**src/rtl/serial_subtractor.sv**
```systemverilog
// serial_subtractor: bit-serial a - b - bin, LSB first, start/done handshake.
// Optional SERIAL_SUB_SAT_EN: clamp diff to 0 when the final borrow is set.
module serial_subtractor #(
  parameter int WIDTH = 4
) (
  input  logic             clk,
  input  logic             rst_n,
  input  logic             start,
  input  logic [WIDTH-1:0] a,
  input  logic [WIDTH-1:0] b,
  input  logic             bin,
  output logic             busy,
  output logic             done,
  output logic [WIDTH-1:0] diff,
  output logic             bout
);

  localparam int CW = $clog2(WIDTH);
  localparam logic [CW-1:0] LAST = CW'(WIDTH - 1);

  typedef enum logic [1:0] {
    IDLE = 2'd0,
    RUN  = 2'd1,
    DONE = 2'd2
  } state_e;

  state_e           state_q, state_d;
  logic [WIDTH-1:0] a_q, a_d;
  logic [WIDTH-1:0] b_q, b_d;
  logic [WIDTH-1:0] res_q, res_d;
  logic [WIDTH-1:0] diff_q, diff_d;
  logic [CW-1:0]    cnt_q, cnt_d;
  logic             br_q, br_d;
  logic             bout_q, bout_d;
  logic             x, y, dbit, br_nx;
  logic [WIDTH-1:0] res_nx;

  // State and datapath registers
  always_ff @(posedge clk or negedge rst_n) begin
    if (!rst_n) begin
      state_q <= IDLE;
      a_q     <= '0;
      b_q     <= '0;
      res_q   <= '0;
      diff_q  <= '0;
      cnt_q   <= '0;
      br_q    <= 1'b0;
      bout_q  <= 1'b0;
    end else begin
      state_q <= state_d;
      a_q     <= a_d;
      b_q     <= b_d;
      res_q   <= res_d;
      diff_q  <= diff_d;
      cnt_q   <= cnt_d;
      br_q    <= br_d;
      bout_q  <= bout_d;
    end
  end

  // Full-subtractor cell, next-state and register updates
  always_comb begin
    state_d = state_q;
    a_d     = a_q;
    b_d     = b_q;
    res_d   = res_q;
    diff_d  = diff_q;
    cnt_d   = cnt_q;
    br_d    = br_q;
    bout_d  = bout_q;
    x       = a_q[0];
    y       = b_q[0];
    dbit    = x ^ y ^ br_q;
    br_nx   = (~x & y) | (~(x ^ y) & br_q);
    res_nx  = {dbit, res_q[WIDTH-1:1]};
    unique case (state_q)
      IDLE, DONE: begin
        if (start) begin
          a_d     = a;
          b_d     = b;
          br_d    = bin;
          cnt_d   = '0;
          res_d   = '0;
          state_d = RUN;
        end else begin
          state_d = IDLE;
        end
      end
      RUN: begin
        res_d = res_nx;
        a_d   = a_q >> 1;
        b_d   = b_q >> 1;
        br_d  = br_nx;
        cnt_d = cnt_q + CW'(1);
        if (cnt_q == LAST) begin
          state_d = DONE;
          bout_d  = br_nx;
`ifdef SERIAL_SUB_SAT_EN
          diff_d  = br_nx ? '0 : res_nx;
`else
          diff_d  = res_nx;
`endif
        end
      end
      default: state_d = IDLE;
    endcase
  end

  assign busy = (state_q == RUN);
  assign done = (state_q == DONE);
  assign diff = diff_q;
  assign bout = bout_q;

endmodule

```
**config.mk**
```make
export PLATFORM = sky130hd
export DESIGN_NAME = serial_subtractor
export DESIGN_NICKNAME = d
export VERILOG_FILES = /design/src/rtl/serial_subtractor.sv
export SDC_FILE = /design/constraint.sdc
export NUM_CORES = 1
export LEC_CHECK = 0
export ABC_AREA = 0
export BUFFER_PORTS_ARGS = -buffer_cell sky130_fd_sc_hd__buf_2
export CORE_ASPECT_RATIO = 0.6
export CORE_MARGIN = 2
export CORE_UTILIZATION = 40
export DETAILED_ROUTE_END_ITERATION = 8
export PLACE_DENSITY = 0.72
export SETUP_SLACK_MARGIN = 0.1
export SLEW_MARGIN = 10
export SYNTH_ARGS = -nofsm -noshare
export SYNTH_HDL_FRONTEND = slang
export SYNTH_SLANG_ARGS = --single-unit
```
**constraint.sdc**
```tcl
create_clock -name clk -period 1.5 [get_ports clk]
set_input_delay 0.3 -clock clk [delete_from_list [all_inputs] [get_ports clk]]
set_output_delay 0.3 -clock clk [all_outputs]
set_load 0.01 [all_outputs]
```
After elaboration in Yosys (flattened, before gate mapping)
Index checks and enable logic that the tools add are counted.

Reductions and logical operators: 5. Bitwise logic cells: 7. Eq/ne operators: 5. $add $sub $neg: 1. Mux-type cells: 13.

Operators by type and width (count): $pmux 4 s2 (3); $mux 4 (3); $pmux 2 s2 (2); $eq 2x2->1 const B (2); $mux 2 (2); $reduce_and 2->1 (2); $add 2x1->2 const B (1); $and 1x1->1 (2); $eq 2x1->1 const B (1); $logic_not 2->1 (1); $mux 1 (2); $ne 2x1->1 const B (1); $ne 2x2->1 const B (1); $not 1->1 (2); $pmux 1 s2 (1); $reduce_bool 2->1 (1); $reduce_or 2->1 (1); $xor 1x1->1 (2); $or 1x1->1 (1).

Logic and storage cells: 39. Output and inout bits: 7. Input bits: 12. Register bits after elaboration: 22.

Logic depth before layout (Yosys ltp)
Gate-level depths: netlist of the first run.

Depth in word-level cells: 5. Depth in mapped cells: 5. Depth with buffers taken out: 4.

Worst setup path before layout of the first run
Ideal clock, no wire load.

Path type: reg-to-reg. Start point: register a_q[0]. End point: register br_q. Required time: 1.423 ns. Setup time: 0.077 ns. Buffers on the path: 0. Setup slack: 0.238 ns. Period minus slack after synthesis: 1.262 ns. Cell stages (with the launch flop): 4. Arrival time: 1.184 ns. Path through: dfrtp_1 -> fa_1 -> mux2_2 -> a21oi_1.

Word-level cells in the longest chain between the ends: 5.

RTL lines: start: declaration (RTL line 28) `logic [WIDTH-1:0] a_q, a_d;`; start signal: assignment (RTL line 42) `a_q <= '0;`; start signal: assignment (RTL line 51) `a_q <= a_d;`; $xor 1x1->1 (RTL line 74) `br_nx = (~x & y) | (~(x ^ y) & br_q);`; $not 1->1 (RTL line 74); $and 1x1->1 (RTL line 74); $or 1x1->1 (*) (RTL line 74); $pmux 1 s2 (*) (RTL line 76) `unique case (state_q)`; end signal: assignment (RTL line 56) `br_q <= br_d;`; end: declaration (RTL line 33) `logic br_q, br_d;`.

Every way passes the cells marked *; elsewhere a longest branch is shown, timed or not. A chain may end at the register's enable or synchronous reset.

Worst setup path in the final report of the first run
Start point: register state_q[1]. End point: output done.

Word-level cells in the longest chain between the ends: 1.

RTL lines: start: declaration (RTL line 27) `state_e state_q, state_d;`; start signal: assignment (RTL line 50) `state_q <= state_d;`; $eq 2x2->1 (RTL line 110) `assign done = (state_q == DONE);`; end: declaration (RTL line 13) `output logic done,`.

Every way passes these cells.

==> results.md, run 1 <==
- **dpl cells** 133
- **slew at the pin with the worst max-slew slack** 0.4785 ns
- **total DRC errors in the routed layout** 0
- **Placer Congestion** 0.7900
- **H-tree lvl count** 1
- **final setup violation count** 0
- **adder and majority cell fraction of the synthesized area** 0.03210
- **Setup Skew** 0.002431 ns
- **required time at the worst-slack endpoint** 1.20 ns
- **effective utilization at floorplan** 0.4133
- **type of destination of the critical path** output port
- **crit path DAT** 1.05 ns
- **synthesis-to-layout area growth** 19.01%
- **synthesized netlist cell count** 86
- **Final Hold Slack** -0.01154 ns
- **xor and xnor area share after synthesis** 0
- **count of nets left with antenna violations after detail routing** 0
- **max cap viols** 0
- **commonest non-fill, non-tap cell in the layout** dfrtp_1
- **Pre-Repair DR Iteration Count** 3
- **top cell family by delay on the critical path** flip-flops
- **timing-limited maximum frequency** 739.1 MHz
- **number of global-route vias before repair** 705
- **class of the most critical setup path** reg -> out
- **die height** 42.99 µm
- **sink count of the clock tree** 21
- **Clock Pin Slew Worst Setup and Hold Paths** 0.07 ns
- **I/O Pins** 19
- **placed cell area** 1117 µm²
- **type of the most critical hold path** in -> async
- **number of antenna violations at the first check in global routing** 0
- **maximum buffer depth of the clock tree** 2
- **clock latency on the worst-skew pair** 0.26 ns
- **core region area** 2452 µm²
- **Net count, final** 124
- **Root Buffer Master** clkbuf_8
- **fraction of layout cells with a size suffix above 1** 0.3853
- **failing checks** hold timing
- **commonest non-fill, non-tap cells in the layout** dfrtp_1, buf_2, inv_1, mux2_2, a21oi_1
- **buffering stage count on the worst path with inverters included** 2
- **Worst IR Drop VDD** 940.8 µV
- **post-route minimum period** 1.353 ns
- **final slew viol count** 0
- **vias** 706
- **final design instance area without fill** 1206 µm²
- **area enclosed by the die boundary** 2966 µm²
- **Leakage** 0.5970 nW
- **number of non-filler instances in the completed layout** 141
- **most frequently used flop master after synthesis** dfrtp_1
- **CTS tree** built
- **Routed Wire Length** 1.962 mm
- **largest net degree at the start of global routing** 22
- **Mapped Nets** 100
- **compound-gate portion of the synthesized area** 0.1420
- **number of distinct library cells after synthesis** 21
- **share of async-settable or async-resettable flops after synthesis** 1.000
- **run status** complete, but fails checks
- **IO buf count** 18
- **aggregate global-route resource usage** 0.1537
- **via count normalized by instance count** 5.007
- **total congestion overflow after global routing** 0
- **largest fanout on the critical path** 3
- **flip-flop and latch count after synthesis** 21
- **initial detailed-routing violation count** 52
- **critical path, cell by cell** buf_6, nor2b_1, buf_2
- **share of cell area taken by muxes after synthesis** 0.1284
- **largest stage delay on the critical path** 0.43 ns
- **remaining max-slew budget at the tightest pin** 0.6810
- **total standard cell area after synthesis** 1013 µm²
- **sequential-to-total area share from yosys stat** 0.5185
- **die width** 68.99 µm
- **clock buffer count from CTS** 3
- **final cycle utilization of the critical path** 0.9020
- **setup repair after global routing missed its margin** no
- **crit path launch type** register
- **layout filler cell count** 235
- **number of placement rows** 14
- **final total negative setup slack** 0 ns
- **Yosys warning count** 0
- **synthesized area divided by synthesized cell count** 11.78 µm²
- **count of inserted antenna diode cells** 0
- **count of final hold-check violations** 21
- **number of synthesized flops with an enable pin** 0
- **dominant combinational cell family by area after synthesis** compound AO/OA/AOI/OAI gates
- **routed len/inst** 13.91 µm
- **basic-gate share of the synthesized area counting and, or, nand and nor cells** 0.1012
- **first-pass GRT wire length** 3.263 mm
- **P per Cell Area** 2116 nW/µm²
- **cell with the largest stage delay on the worst path** dfrtp_2
-- final timing paths --
check | from | slack (ns) | end | cells after the start
max | state_q[1]$_DFFE_PN0P_ | 0.15 | done | 3
min | rst_n | -0.01 | b_q[2]$_DFFE_PN0P_ | 1
max reg2reg | a_q[0]$_DFFE_PN0P_ | 0.16 | br_q$_DFFE_PN0P_ | 3
min reg2reg | diff[3]$_DFFE_PN0P_ | 0.50 | diff[3]$_DFFE_PN0P_ | 1
max in group asynchronous | rst_n | 1.16 | state_q[1]$_DFFE_PN0P_ | 1
min in group clk | b[3] | 0.28 | b_q[3]$_DFFE_PN0P_ | 3
-- sequential cells by signal, indices dropped and copies added (netlist names) --
signal / flops
a_q: 4
state_q: 2
bout: 1
diff: 4
res_q: 3
cnt_q: 2
br_q: 1
b_q: 4
-- synthesized netlist by cell type, types with 3 or more instances --
cell type / number / area, µm²
a211oi_1: 4 / 30.03
mux2_2: 8 / 90.09
nand3_1: 3 / 15.01
mux2i_1: 4 / 40.04
a22o_1: 4 / 35.03
buf_6: 3 / 33.78
inv_1: 8 / 30.03
a21oi_1: 7 / 35.03
buf_2: 3 / 15.01
o21ai_0: 5 / 25.02
dfrtp_1: 21 / 525.5
nor2b_1: 5 / 31.28
o22ai_1: 3 / 18.77
-- metal layers --
layer	routed length (µm)	part of all wire	GRT usage	up-vias
met3	84	0.043	0.05570	0
met4	0	0	0.02353	0
met2	942	0.48	0.2519	12
li1	-	-	-	346
met1	934	0.48	0.1986	348
met5	0	0	0	-
-- stage by stage --
stage	util	setup slack, ns	power, W
after global placement	0.4556	0.2097	0.002046
after detailed placement	0.4556	0.1725	0.002106
after global routing	0.4918	0.1104	0.002751
after floorplan	-	0.2384	0.001841
final	0.4918	0.1469	0.002553
after CTS	0.4872	0.1224	0.002552
-- layout make-up --
cell class,count,area (µm²),area share
timing repair buffer,25,146.4,0.1214
sequential,21,528.0,0.4378
multi-input combinational,51,416.7,0.3454
tap,32,40.04,0.03319
clock buffer,4,45.04,0.03734
inverter,8,30.03,0.02490
-- logic make-up after synthesis --
kind of cell	after synthesis
buffers and inverters	14
adders and majority gates	2
AOI/OAI and AO/OA	23
DFF	21
and+or+nand+nor	14
muxes	12
-- where the power goes --
part	switching [W]	total (W)	internal (W)	leakage (nW)
sequential	0.000194	0.00103	0.000840	0.257
combinational	0.000532	0.00115	0.000617	0.317
clock	0.000180	0.000369	0.000189	0.0228
total	0.000907	0.00255	0.00165	0.597
-- repair_timing --
action                                 4_1_cts  5_1_grt
resized for setup                            2        2
pin swaps                                    0        0
hold buffers                                 0        0
endpoints found under the hold margin        0        0
setup endpoints to repair                    1        2
setup buffers                                4        0
No activity file was read; power rests on OpenSTA's default activity.
==> inputs of run 2 (changes only) <==
--- a/config.mk
+++ b/config.mk
@@ -7,11 +7,10 @@
 export LEC_CHECK = 0
 export ABC_AREA = 0
 export BUFFER_PORTS_ARGS = -buffer_cell sky130_fd_sc_hd__buf_2
-export CORE_ASPECT_RATIO = 0.6
 export CORE_MARGIN = 2
-export CORE_UTILIZATION = 40
+export CORE_UTILIZATION = 53
 export DETAILED_ROUTE_END_ITERATION = 8
-export PLACE_DENSITY = 0.72
+export PLACE_DENSITY = 0.88
 export SETUP_SLACK_MARGIN = 0.1
 export SLEW_MARGIN = 10
 export SYNTH_ARGS = -nofsm -noshare
==> run 2 against run 1 <==
  * Sequential power is essentially flat
  * Via count grew 1.4%
  * The flow now finishes without violations
  * Largest cell class unchanged
  * Critical endpoint is now busy
  * Register-to-register slack is essentially flat
  * Highest routed layer is now met4
  * Count of clock-buffer cells in the layout shrank 1
==> results.md, run 2 (same netlist as run 1, synthesis figures left out) <==
- **largest stage delay on the critical path** 0.46 ns, was 0.43 ns
- **count of nets left with antenna violations after detail routing** 0, unchanged
- **post-route minimum period** 1.360 ns, was 1.353 ns
- **IO buf count** 18, unchanged
- **run status** finished, final reports clean, was complete, but fails checks
- **number of placement rows** 15, was 14
- **endpoint of the worst-slack reg-to-reg timing path** br_q$_DFFE_PN0P_, unchanged
- **required time at the worst-slack endpoint** 1.20 ns, about the same
- **cells on worst reg2reg path** 3, unchanged
- **P per Cell Area** 2061 nW/µm², was 2116 nW/µm²
- **final slew viol count** 0, unchanged
- **fraction of layout cells with a size suffix above 1** 0.4054, was 0.3853
- **overall power** 0.002473 W, was 0.002553 W
- **effective utilization at floorplan** 0.5745, was 0.4133
- **cell with the largest stage delay on the worst path** dfrtp_2, unchanged
- **Setup Skew** 0.005244 ns, was 0.002431 ns
- **Placer Congestion** 0.7562, was 0.7900
- **Clock Pin Slew Worst Setup and Hold Paths** 0.12 ns, was 0.07 ns
- **via count normalized by instance count** 5.265, was 5.007
- **slew at the pin with the worst max-slew slack** 0.4490 ns, was 0.4785 ns
- **commonest non-fill, non-tap cell in the layout** dfrtp_1, unchanged
- **origin of the critical flop-to-flop path** a_q[0]$_DFFE_PN0P_, unchanged
- **I/O Pins** 19, unchanged
- **timing-limited maximum frequency** 735.4 MHz, was 739.1 MHz
- **top cell family by delay on the critical path** flip-flops, unchanged
- **routed len/inst** 12.82 µm, was 13.91 µm
- **Routed Wire Length** 1.743 mm, was 1.962 mm
- **Leakage** 0.6015 nW, was 0.5970 nW
- **type of destination of the critical path** output port, unchanged
- **commonest non-fill, non-tap cells in the layout** dfrtp_1, buf_2, mux2_2, buf_4, was dfrtp_1, buf_2, inv_1, mux2_2, a21oi_1
- **Root Buffer Master** clkbuf_4, was clkbuf_8
- **area of the multi-input gates** 416.7 µm², unchanged
- **vias** 716, was 706
- **die width** 47.73 µm, was 68.99 µm
- **R2R Setup Slk** 0.16 ns, about the same
- **synthesis-to-layout area growth** 18.39%, was 19.01%
- **final total negative setup slack** 0 ns, unchanged
- **clock latency on the worst-skew pair** 0.30 ns, was 0.26 ns
- **post-layout util** 0.6801, was 0.4918
- **critical path, cell by cell** nand2b_4, inv_2, buf_6, was buf_6, nor2b_1, buf_2
- **sink count of the clock tree** 21, unchanged
- **Worst IR Drop VDD** 1006 µV, was 940.8 µV
- **total DRC errors in the routed layout** 0, unchanged
- **remaining max-slew budget at the tightest pin** 0.7007, was 0.6810
- **buffering stage count on the worst path with inverters included** 2, unchanged
- **class of the most critical setup path** reg -> out, unchanged
- **first-pass GRT wire length** 2.932 mm, was 3.263 mm
- **number of antenna violations at the first check in global routing** 0, unchanged
- **total congestion overflow after global routing** 0, unchanged
- **max cap viols** 0, unchanged
- **count of inserted antenna diode cells** 0, unchanged
- **die height** 47.73 µm, was 42.99 µm
- **aggregate global-route resource usage** 0.1811, was 0.1537
- **total area of sequential cells** 528.0 µm², unchanged
- **count of final hold-check violations** 0, was 21
- **initial detailed-routing violation count** 8, was 52
- **clock buffer count from CTS** 3, unchanged
- **H-tree lvl count** 1, unchanged
- **largest net degree at the start of global routing** 22, unchanged
- **CTS tree** built, unchanged
- **final setup violation count** 0, unchanged
- **Net count, final** 126, was 124
- **area enclosed by the die boundary** 2278 µm², was 2966 µm²
- **launch instance of the worst min-delay path** b[3]
- **final cycle utilization of the critical path** 0.9065, was 0.9020
- **number of cells on the worst hold path** 3
- **crit path DAT** 1.06 ns, was 1.05 ns
- **type of the most critical hold path** in -> reg, was in -> async
- **layout filler cell count** 150, was 235
- **largest fanout on the critical path** 5, was 3
- **crit path launch type** register, unchanged
- **number of global-route vias before repair** 673, was 705
- **setup repair after global routing missed its margin** yes, was no
- **Pre-Repair DR Iteration Count** 4, was 3
- **core region area** 1764 µm², was 2452 µm²
- **maximum buffer depth of the clock tree** 2, unchanged
- **terminating pin of the worst hold path** b_q[3]$_DFFE_PN0P_
==> run 2: cell count changes in the layout (fill, tap and decap cells not counted), sizes merged <==
cell,delta
dlygate4sd3,+1
clkinv,+1
buf,+1
clkbuf,-1
==> run 2: worst max path at each step <==
stage | from | slack (ns) | cells after the start | endpoint
floorplan | a_q[0]$_DFFE_PN0P_ | 0.24 | 3 | br_q$_DFFE_PN0P_
global route | state_q[1]$_DFFE_PN0P_ | 0.1 | 3 | busy
detailed placement | a_q[0]$_DFFE_PN0P_ | 0.19 | 3 | br_q$_DFFE_PN0P_
finish | state_q[1]$_DFFE_PN0P_ | 0.14 | 3 | busy
CTS | state_q[1]$_DFFE_PN0P_ | 0.11 | 3 | busy
global placement | a_q[0]$_DFFE_PN0P_ | 0.23 | 3 | br_q$_DFFE_PN0P_
==> run 2: power by group <==
group	switching [W]	leakage [nW]	total [W]	internal (W)
clock	0.000168	0.0177	0.000267	0.0000992
sequential	0.000186	0.257	0.00102	0.000837
combinational	0.000532	0.326	0.00118	0.000650
==> run 2: area by class of cell <==
type                       instances  area share
clock buffer                       3     0.01877
multi-input combinational         51      0.3472
tap                               25     0.02607
inverter                           8     0.02503
clock inverter                     1    0.004171
timing repair buffer              27      0.1387
sequential                        21      0.4400
==> run 2: stage by stage <==
stage / std cells / worst slack [ns] / instance area, µm² / hold slack [ns]
after floorplan: 86 / 0.2384 / 1013 / 0.004409
after global placement: 126 / 0.2252 / 1109 / 0.2702
after detailed placement: 126 / 0.1875 / 1109 / 0.2740
after CTS: 134 / 0.1144 / 1179 / 0.2507
after global routing: 136 / 0.09519 / 1200 / 0.2474
final: 136 / 0.1402 / 1200 / 0.2588
==> run 2: worst min-delay path, delay by kind of cell <==
kind                   cells  cell delay [ns]
buffers and inverters      2             0.14
AO/OA/AOI/OAI              1             0.08
==> run 2: metal layers <==
layer / wire length (µm) / track usage
met4: 14 / 0.04865
met1: 852 / 0.2524
met3: 39 / 0.03396
met5: 0 / 0
met2: 837 / 0.2907
==> run 2: timing repair <==
action | in CTS | in global routing
setup endpoints to repair | 2 | 1
hold buffers | 1 | 0
setup buffers | 3 | 2
hold endpoints to repair | 21 | 0
resized for setup | 4 | 1
pin swaps | 0 | 0
==> inputs of run 3 (changes only) <==
--- a/config.mk
+++ b/config.mk
@@ -7,11 +7,14 @@
 export LEC_CHECK = 0
 export ABC_AREA = 0
 export BUFFER_PORTS_ARGS = -buffer_cell sky130_fd_sc_hd__buf_2
+export CORE_ASPECT_RATIO = 0.6
 export CORE_MARGIN = 2
-export CORE_UTILIZATION = 53
+export CORE_UTILIZATION = 45
 export DETAILED_ROUTE_END_ITERATION = 8
-export PLACE_DENSITY = 0.88
+export PLACE_DENSITY = 0.78
+export RECOVER_POWER = 50
 export SETUP_SLACK_MARGIN = 0.1
+export SKIP_CTS_REPAIR_TIMING = 1
 export SLEW_MARGIN = 10
 export SYNTH_ARGS = -nofsm -noshare
 export SYNTH_HDL_FRONTEND = slang
==> run 3 against run 2 <==
  * Total power increased by 2.4%
  * Final area is 0.42% lower
  * Largest power group unchanged
  * Die area grew 17%
  * Utilization is 12 points lower
==> results.md, run 3 (same netlist as run 1, synthesis figures left out) <==
- **smallest setup slack after layout** 0.1067 ns, was 0.1402 ns
- **placed cell area** 1115 µm², was 1109 µm²
- **effective utilization at floorplan** 0.4720, was 0.5745
- **timing-limited maximum frequency** 717.7 MHz, was 735.4 MHz
- **top cell family by delay on the critical path** flip-flops, unchanged
- **post-route minimum period** 1.393 ns, was 1.360 ns
- **startpoint of the worst setup timing path** state_q[1]$_DFFE_PN0P_, unchanged
- **Clock Pin Slew Worst Setup and Hold Paths** 0.08 ns, was 0.12 ns
- **clock latency on the worst-skew pair** 0.26 ns, was 0.30 ns
- **crit path launch type** register, unchanged
- **number of global-route vias before repair** 663, was 673
- **cell with the largest stage delay on the worst path** dfrtp_2, unchanged
- **area enclosed by the die boundary** 2660 µm², was 2278 µm²
- **die height** 40.76 µm, was 47.73 µm
- **core region area** 2147 µm², was 1764 µm²
- **count of nets left with antenna violations after detail routing** 0, unchanged
- **clock buffer count from CTS** 3, unchanged
- **P per Cell Area** 2120 nW/µm², was 2061 nW/µm²
- **Leakage** 0.5906 nW, was 0.6015 nW
- **H-tree lvl count** 1, unchanged
- **remaining max-slew budget at the tightest pin** 0.2376, was 0.7007
- **Pre-Repair DR Iteration Count** 3, was 4
- **pre-CTS worst setup slack** 0.1751 ns, was 0.1875 ns
- **number of placement rows** 13, was 15
- **die width** 65.27 µm, was 47.73 µm
- **commonest non-fill, non-tap cells in the layout** dfrtp_1, buf_2, mux2_2, was dfrtp_1, buf_2, mux2_2, buf_4
- **synthesis-to-layout area growth** 17.90%, was 18.39%
- **I/O Pins** 19, unchanged
- **Worst IR Drop VDD** 804.4 µV, was 1006 µV
- **overall power** 0.002533 W, was 0.002473 W
- **maximum buffer depth of the clock tree** 2, unchanged
- **post-layout util** 0.5565, was 0.6801
- **total area of sequential cells** 528.0 µm², unchanged
- **required time at the worst-slack endpoint** 1.20 ns, about the same
- **slew at the pin with the worst max-slew slack** 1.144 ns, was 0.4490 ns
- **number of antenna violations at the first check in global routing** 0, unchanged
- **origin of the critical flop-to-flop path** a_q[0]$_DFFE_PN0P_, unchanged
- **commonest non-fill, non-tap cell in the layout** dfrtp_1, unchanged
- **Routed Wire Length** 1.864 mm, was 1.743 mm
- **count of inserted antenna diode cells** 0, unchanged
- **crit path DAT** 1.09 ns, was 1.06 ns
- **Root Buffer Master** clkbuf_8, was clkbuf_4
- **via count normalized by instance count** 5.100, was 5.265
- **final cycle utilization of the critical path** 0.9288, was 0.9065
- **initial detailed-routing violation count** 20, was 8
- **largest net degree at the start of global routing** 22, unchanged
- **aggregate global-route resource usage** 0.1600, was 0.1811
- **total DRC errors in the routed layout** 0, unchanged
- **area of the multi-input gates** 409.1 µm², was 416.7 µm²
- **DP HPWL** 1.329 mm
- **setup repair after global routing missed its margin** yes, unchanged
- **Setup Skew** 0.004959 ns, was 0.005244 ns
- **count of final hold-check violations** 0, unchanged
- **final total negative setup slack** 0 ns, unchanged
- **critical path, cell by cell** buf_4, nor2b_1, buf_2, was nand2b_4, inv_2, buf_6
- **routed len/inst** 13.31 µm, was 12.82 µm
- **Net count, final** 125, was 126
- **layout filler cell count** 210, was 150
- **run status** finished, final reports clean, unchanged
- **class of the most critical setup path** reg -> out, unchanged
- **first-pass GRT wire length** 3.036 mm, was 2.932 mm
- **type of the most critical hold path** in -> async, was in -> reg
- **sink count of the clock tree** 21, unchanged
- **buffering stage count on the worst path with inverters included** 2, unchanged
- **final slew viol count** 0, unchanged
- **max cap viols** 0, unchanged
- **final setup violation count** 0, unchanged
- **type of destination of the critical path** output port, unchanged
- **vias** 714, was 716
- **largest fanout on the critical path** 5, unchanged
- **Placer Congestion** 0.7902, was 0.7562
- **fraction of layout cells with a size suffix above 1** 0.3727, was 0.4054
- **final design instance area without fill** 1195 µm², was 1200 µm²
- **total congestion overflow after global routing** 0, unchanged
- **CTS tree** built, unchanged
- **largest stage delay on the critical path** 0.42 ns, was 0.46 ns
- **IO buf count** 18, unchanged
run 3: cell count changes in the layout (fill, tap and decap cells not counted), sizes merged:
| cell | change |
|---|---|
| buf | -3 |
| dlygate4sd3 | -1 |
| clkbuf | +3 |
run 3: metal layers:
| metal | vias up | GRT usage | part of all wire |
|---|---|---|---|
| met3 | 2 | 0.05220 | 0.056 |
| met2 | 15 | 0.2602 | 0.43 |
| li1 | 350 | - | - |
| met5 | - | 0 | 0 |
| met1 | 347 | 0.2107 | 0.51 |
| met4 | 0 | 0.04688 | 0.0043 |
run 3: power breakdown:
group	internal (W)	leakage [nW]	total [W]	switching (W)
logic	0.000602	0.308	0.00112	0.000521
clock network	0.000185	0.0255	0.000374	0.000189
registers	0.000839	0.257	0.00104	0.000196
run 3: layout make-up:
type                    instances  share of cell area
inverters                       8             0.02513
multi-input cells              51              0.3424
repair buffers                 26              0.1204
clock buffers                   3             0.03455
clock inverters                 1            0.004188
flip-flops and latches         21              0.4419
well taps                      30             0.03141
run 3: metrics by stage:
step	hold WS [ns]	instances
2_1_floorplan	0.004409	86
3_3_place_gp	0.2787	131
3_5_place_dp	0.2790	131
4_1_cts	-0.005677	135
5_1_grt	0.3181	140
6_report	0.2371	140
run 3: final timing paths:
check | end | slack, ns | cells past startpoint
setup / recovery | done | 0.11 | 3
hold / removal | cnt_q[0]$_DFFE_PN0P_ | 0.24 | 1
setup reg to reg | br_q$_DFFE_PN0P_ | 0.17 | 3
hold reg to reg | bout$_DFFE_PN0P_ | 0.48 | 2
max in group asynchronous | state_q[1]$_DFFE_PN0P_ | 0.50 | 1
min in group clk | b_q[3]$_DFFE_PN0P_ | 0.29 | 3
